[src/rtl/debounce_bank_pkg.sv]
// Shared debounce constants for the board's divider rate, so the top level
// and anything instantiating it agree on the default window lengths.
package debounce_bank_pkg;

    localparam int DEF_N_CH        = 4;
    localparam int DEF_SYNC_STAGES = 2;
    localparam int DEF_CNT_W       = 8;
    localparam int DEF_STABLE_CNT  = 200;
    localparam int DEF_HOLD_TICKS  = 0;

endpackage

[src/rtl/debounce_bank_channel.sv]
// One button channel: synchroniser, stability counter, optional hold counter
// and registered rise/fall/hold pulses.
module debounce_channel
    import debounce_bank_pkg::*;
#(
    parameter int SYNC_STAGES = DEF_SYNC_STAGES,
    parameter int CNT_W       = DEF_CNT_W,
    parameter int STABLE_CNT  = DEF_STABLE_CNT,
    parameter int HOLD_TICKS  = DEF_HOLD_TICKS
) (
    input  logic clk,
    input  logic rst,
    input  logic sample_tick,
    input  logic btn_in,
    output logic btn_state,
    output logic btn_rise,
    output logic btn_fall,
    output logic btn_hold,
    output logic change_next
);

    localparam logic [CNT_W-1:0] STABLE_LAST = CNT_W'(STABLE_CNT - 1);

    logic [SYNC_STAGES-1:0] sync_reg;
    logic [CNT_W-1:0]       cnt_reg;
    logic                   state_reg;
    logic                   rise_reg;
    logic                   fall_reg;
    logic                   s;
    logic                   accept;

    assign s = sync_reg[SYNC_STAGES-1];

    // The window completes on this tick: the new level is taken at the edge.
    assign accept      = sample_tick && (s != state_reg) && (cnt_reg == STABLE_LAST);
    assign change_next = accept;

    // Metastability shift register, runs every clock regardless of the tick.
    always_ff @(posedge clk) begin
        if (rst) begin
            sync_reg <= '0;
        end else begin
            sync_reg <= {sync_reg[SYNC_STAGES-2:0], btn_in};
        end
    end

    // Stability window: any tick of agreement restarts the count.
    always_ff @(posedge clk) begin
        if (rst) begin
            cnt_reg   <= '0;
            state_reg <= 1'b0;
            rise_reg  <= 1'b0;
            fall_reg  <= 1'b0;
        end else begin
            rise_reg <= accept && s;
            fall_reg <= accept && !s;
            if (sample_tick) begin
                if (s == state_reg) begin
                    cnt_reg <= '0;
                end else if (cnt_reg == STABLE_LAST) begin
                    state_reg <= s;
                    cnt_reg   <= '0;
                end else begin
                    cnt_reg <= cnt_reg + 1'b1;
                end
            end
        end
    end

    generate
        if (HOLD_TICKS > 0) begin : g_hold
            localparam logic [CNT_W-1:0] HOLD_LIM  = CNT_W'(HOLD_TICKS);
            localparam logic [CNT_W-1:0] HOLD_LAST = CNT_W'(HOLD_TICKS - 1);

            logic [CNT_W-1:0] hcnt_reg;
            logic             hold_reg;

            // Count held ticks after the rise; saturating gives one pulse per press.
            always_ff @(posedge clk) begin
                if (rst) begin
                    hcnt_reg <= '0;
                    hold_reg <= 1'b0;
                end else begin
                    hold_reg <= 1'b0;
                    if (!state_reg) begin
                        hcnt_reg <= '0;
                    end else if (sample_tick && (hcnt_reg < HOLD_LIM)) begin
                        hcnt_reg <= hcnt_reg + 1'b1;
                        hold_reg <= (hcnt_reg == HOLD_LAST);
                    end
                end
            end

            assign btn_hold = hold_reg;
        end else begin : g_no_hold
            assign btn_hold = 1'b0;
        end
    endgenerate

    assign btn_state = state_reg;
    assign btn_rise  = rise_reg;
    assign btn_fall  = fall_reg;

endmodule

[src/rtl/debounce_bank.sv]
// Multi-channel push-button debouncer: N_CH independent channels plus a
// registered "something changed" flag for the counter control logic.
module debounce_bank
    import debounce_bank_pkg::*;
#(
    parameter int N_CH        = DEF_N_CH,
    parameter int SYNC_STAGES = DEF_SYNC_STAGES,
    parameter int CNT_W       = DEF_CNT_W,
    parameter int STABLE_CNT  = DEF_STABLE_CNT,
    parameter int HOLD_TICKS  = DEF_HOLD_TICKS
) (
    input  logic            clk,
    input  logic            rst,
    input  logic            sample_tick,
    input  logic [N_CH-1:0] btn_in,
    output logic [N_CH-1:0] btn_state,
    output logic [N_CH-1:0] btn_rise,
    output logic [N_CH-1:0] btn_fall,
    output logic [N_CH-1:0] btn_hold,
    output logic            any_change
);

    generate
        if (N_CH < 1 || SYNC_STAGES < 2 || CNT_W < 1 ||
            STABLE_CNT < 1 || STABLE_CNT > (2**CNT_W) - 1 ||
            HOLD_TICKS < 0 || HOLD_TICKS > (2**CNT_W) - 1) begin : g_bad_params
            $error("debounce_bank: illegal parameter combination");
        end
    endgenerate

    logic [N_CH-1:0] change_next;
    logic            any_change_reg;

    generate
        for (genvar gi = 0; gi < N_CH; gi++) begin : g_ch
            debounce_channel #(
                .SYNC_STAGES(SYNC_STAGES),
                .CNT_W      (CNT_W),
                .STABLE_CNT (STABLE_CNT),
                .HOLD_TICKS (HOLD_TICKS)
            ) u_channel (
                .clk        (clk),
                .rst        (rst),
                .sample_tick(sample_tick),
                .btn_in     (btn_in[gi]),
                .btn_state  (btn_state[gi]),
                .btn_rise   (btn_rise[gi]),
                .btn_fall   (btn_fall[gi]),
                .btn_hold   (btn_hold[gi]),
                .change_next(change_next[gi])
            );
        end
    endgenerate

    // Registered from the same terms as the pulses so it lines up with them.
    always_ff @(posedge clk) begin
        if (rst) begin
            any_change_reg <= 1'b0;
        end else begin
            any_change_reg <= |change_next;
        end
    end

    assign any_change = any_change_reg;

endmodule

[config.mk]
export PLATFORM = sky130hd
export DESIGN_NAME = debounce_bank
export DESIGN_NICKNAME = d
export VERILOG_FILES = /design/src/rtl/debounce_bank_pkg.sv /design/src/rtl/debounce_bank_channel.sv /design/src/rtl/debounce_bank.sv
export SDC_FILE = /design/constraint.sdc
export NUM_CORES = 1
export LEC_CHECK = 0
export ABC_CLOCK_PERIOD_IN_PS = 5600
export CORE_ASPECT_RATIO = 1.75
export CORE_MARGIN = 5
export CORE_UTILIZATION = 55
export CTS_CLUSTER_DIAMETER = 100
export DETAILED_ROUTE_END_ITERATION = 10
export DONT_BUFFER_PORTS = 1
export PLACE_DENSITY = 0.67
export SKIP_LAST_GASP = 1
export SLEW_MARGIN = 15
export SYNTH_ARGS = -nofsm -noshare
export SYNTH_HDL_FRONTEND = slang
export SYNTH_SLANG_ARGS = --single-unit
export TNS_END_PERCENT = 1
[constraint.sdc]
create_clock -name clk -period 5.6 [get_ports clk]
set_clock_uncertainty 0.2 [all_clocks]
set_input_delay 0.84 -clock clk [delete_from_list [all_inputs] [get_ports clk]]
set_output_delay 0.84 -clock clk [all_outputs]
set_load 0.03 [all_outputs]
; After elaboration in Yosys (flattened, before gate mapping)
; Index checks and enable logic that the tools add are counted.
[classes]
add_sub_neg = 4
n_mul = 0
div_mod_pow = 0
order_cmp = 0
eq_ne = 12
shifts = 0
muxes = 8
bitwise = 4
reduce_logical = 25
[ops]
columns = cell, n
row1 = $mux 8, 8
row2 = $add 8x1->8 const B, 4
row3 = $eq 8x8->1 const B, 4
row4 = $logic_and 1x1->1, 16
row5 = $reduce_and 3->1, 4
row6 = $eq 1x1->1, 4
row7 = $logic_not 1->1, 4
row8 = $ne 1x1->1, 4
row9 = $not 1->1, 4
row10 = $reduce_or 4->1, 1
[word_totals]
reg_bits = 53
latch_bits = 0
ramBits = 0
rom_bits = 0
inputBits = 7
out_inout_bits = 17
wordCells = 74
n_memories = 0

; Longest topological paths before layout
[depth]
word_depth = 4
depth_mapped = 5
mapped_depth_nobuf = 5

; Cells and area by module
; From an unflattened synthesis, not the netlist that was laid out.
[hier_totals]
hier_cells = 282
area_unflattened_um2 = 2394.8
[modules_own_cells]
columns = mod, n_inst, cells_per_inst, area_each_um2, seq_area_each_um2
row1 = debounce_channel (g_ch[0].u_channel ...), 3, 70, 585.6, 260.2
row2 = debounce_channel (g_ch[1].u_channel), 1, 69, 608.1, 260.2
row3 = debounce_bank, 1, 3, 30.0, 20.0

; Worst setup path before layout
; No wires, ideal clock.
[synth_path]
path_kind = input-to-reg
from = input sample_tick
to = register g_ch[0].u_channel.cnt_reg[5]
arrival_ps = 1870
required_time_ps = 5326
setup_slack_ps = 3456
cell_stages = 4
path_buffers = 1
path_cell_list = clkbuf_1 > and2_1 > or3b_2 > a31oi_1
[synth_lines]
columns = item, line_no
row1 = start: declaration, debounce_bank.sv:14  ; input logic sample_tick,
row2 = end signal: assignment, debounce_bank_channel.sv:64  ; cnt_reg <= cnt_reg + 1'b1;
row3 = end: declaration, debounce_bank_channel.sv:25  ; logic [CNT_W-1:0] cnt_reg;

; Worst setup path after layout
[layout_path]
from = register g_ch[1].u_channel.state_reg
to = register g_ch[1].u_channel.state_reg
[layout_via]
elab_chain_len = 3
[layout_rtl]
columns = item, line_no
row1 = start: declaration, debounce_bank_channel.sv:26  ; logic state_reg;
row2 = start signal: assignment, debounce_bank_channel.sv:61  ; state_reg <= s;
row3 = $eq 1x1->1, debounce_bank_channel.sv:58  ; if (s == state_reg) begin
row4 = $not 1->1 (no line), n/a
row5 = $reduce_and 3->1 (no line), n/a
; No other way between the ends.
; A chain may end at the register's enable or synchronous reset.

==> metrics <==
num ports 24; top_reg_cell synth dfxtp_1; Syn. warnings 0; PostCTS Resize Cnt 0; unrepaired setup endpoints after global routing no; synthesized flop and latch total 53; WL final 4710 um; Non-Filler Instances 304; TritonCTS clock tree done; clock sink total 53; Max-cap violations 0; Hold Path Class flip-flop to flip-flop; Clock Pin Slew Worst Setup and Hold Paths 0.10 ns; area of the mapped netlist 2480 um^2; sequential area share after synthesis 42.8%; gpl congestion 0.764; Area growth, synth to finish 0.606%; Placed Area 2370 um^2; # DRC 0; slew margin rel. 56.1%; first-pass GRT wire length 8110 um; most frequent cells in the layout dfxtp_1, nand2_1, nor2_1; Fin. Hold Viols 0; Static Leak 0.955 nW; core area 4400 um^2; Post-CTS Setup Repair Bufs 0; final net count 263; hold_buf cts 0; most area-hungry cell type in the Yosys netlist dfxtp_1; Inst Count DP 296; largest net degree at the start of global routing 41; Final ANT Viol Nets 0; post-DR vias/cell 5.87; Tcrit/Tclk final 37.3%; total track usage 17.4%; Worst Path Max Fanout 6; wire per inst 15.5 um; Worst Slack Setup Final 3.51 ns; Port Buffers 0; fraction of registers with async set/reset 0%; commonest non-fill, non-tap cell in the layout dfxtp_1; Layout fillers 414; Finished Core Util 56.6%; grt total ovfl 0; Initial DRC Count 60; n_diodes 0; via count 1784; cts bufs inserted 5; Worst setup EP type flip-flop; Vert. Die Dim 98.8 um; layout cells sized above 1 8.70%; Setup CP Type flip-flop to flip-flop; Setup Viol. Count Final 0; final max-slew violation count 0; Worst setup SP type flip-flop; fmax 479 MHz; Synth Area per Inst 9.31 um^2; outcome completed; Cell variety after synth 54; Site Rows 32; final instance area 2490 um^2; fin crit period 2.09 ns; initial antenna violation count 0; ranking of synthesized cells by area dfxtp_1, buf_4, xor2_1; die area 6000 um^2; instance count of the mapped netlist 266; Place WS 3.32 ns; Post-synth EDFFs 0; die width 60.7 um; worst vdd ir 0.000183 V; Max clock buf depth 2; CTS H-tree depth 2; worst-margin pin slew 0.655 ns; WP data arrival 2.10 ns; max reg flops 32; Synth top area share 42.8%; CP required 5.61 ns; DR pass1 iterations 4; Final TNS setup 0 ns; Worst-Skew Late Latency 0.31 ns; Clock Tree Root clkbuf_8; Starting Density 56.2%; pwr dens 271 nW/um^2; DP HPWL 3470 um; vias in the first global route 1788
[Yosys cell counts (5+ instances only)]
| master | count |
|---|---|
| dfxtp_1 | 53 |
| nand2_1 | 19 |
| buf_4 | 16 |
| nor2_1 | 15 |
| nand3_1 | 13 |
| nor2b_1 | 10 |
| o21ai_0 | 10 |
| xor2_1 | 10 |
| nor3b_1 | 9 |
| a21oi_1 | 8 |
| and3_1 | 8 |
| o211ai_1 | 8 |
| a31oi_1 | 7 |
| nor3_1 | 6 |
| clkbuf_1 | 5 |
[final cells by class]
type | count | area (um^2) | share of cell area (%)
Clock buffer | 5 | 68.8 | 2.76
Clock inverter | 3 | 47.5 | 1.91
Inverter | 4 | 15.0 | 0.603
Tap cell | 51 | 63.8 | 2.56
Multi-Input combinational cell | 188 | 1230 | 49.6
Sequential cell | 53 | 1060 | 42.6
[layer usage]
metal	global-route usage (%)	routed length [um]	vias up
met5	0	0	-
met4	7.35	106	0
met3	3.54	140	9
met2	31.2	2730	24
met1	18.8	1730	841
li1	-	-	910
[per-stage QoR]
stage	hold slack [ns]	power [mW]
CTS	0.250	0.683
floorplan	0.214	0.417
global route	0.260	0.702
global placement	0.223	0.413
detailed placement	0.227	0.413
finish	0.249	0.676
[power breakdown]
| part | internal (mW) | switching, mW | total, mW |
|---|---|---|---|
| Clock | 0.137 | 0.135 | 0.272 |
| Combinational | 0.00736 | 0.0131 | 0.0205 |
| Sequential | 0.381 | 0.00283 | 0.383 |
[path summary, 6_finish.rpt]
check                                 from                       endpoint  slack [ns]  cells after the start
max            g_ch[1].u_channel.btn_state    g_ch[1].u_channel.btn_state        3.51                      4
min          g_ch[1].u_channel.sync_reg[0]  g_ch[1].u_channel.sync_reg[1]        0.25                      1
max reg2reg    g_ch[1].u_channel.btn_state    g_ch[1].u_channel.btn_state        3.51                      4
min reg2reg  g_ch[1].u_channel.sync_reg[0]  g_ch[1].u_channel.sync_reg[1]        0.25                      1
[worst max-delay path, cell delays in order (launching register included)]
cell and delay, ns:
dfxtp_1 0.59, xor2_1 0.42, or4b_4 0.56, mux2i_1 0.17, nor2_1 0.05
[logic make-up after synthesis]
group                    Yosys count  synth area share, %
multiplexers                       6                 2.53
AND/OR/NAND/NOR                  108                 25.3
adder cells (fa/ha/maj)            4                 2.02
flip-flops                        53                 42.9
buffers and inverters             28                 7.73
XOR/XNOR                          12                 4.24
AO/OA/AOI/OAI                     54                 15.2
other                              1                0.151
Note: power is estimated with default switching activity, not from simulation.
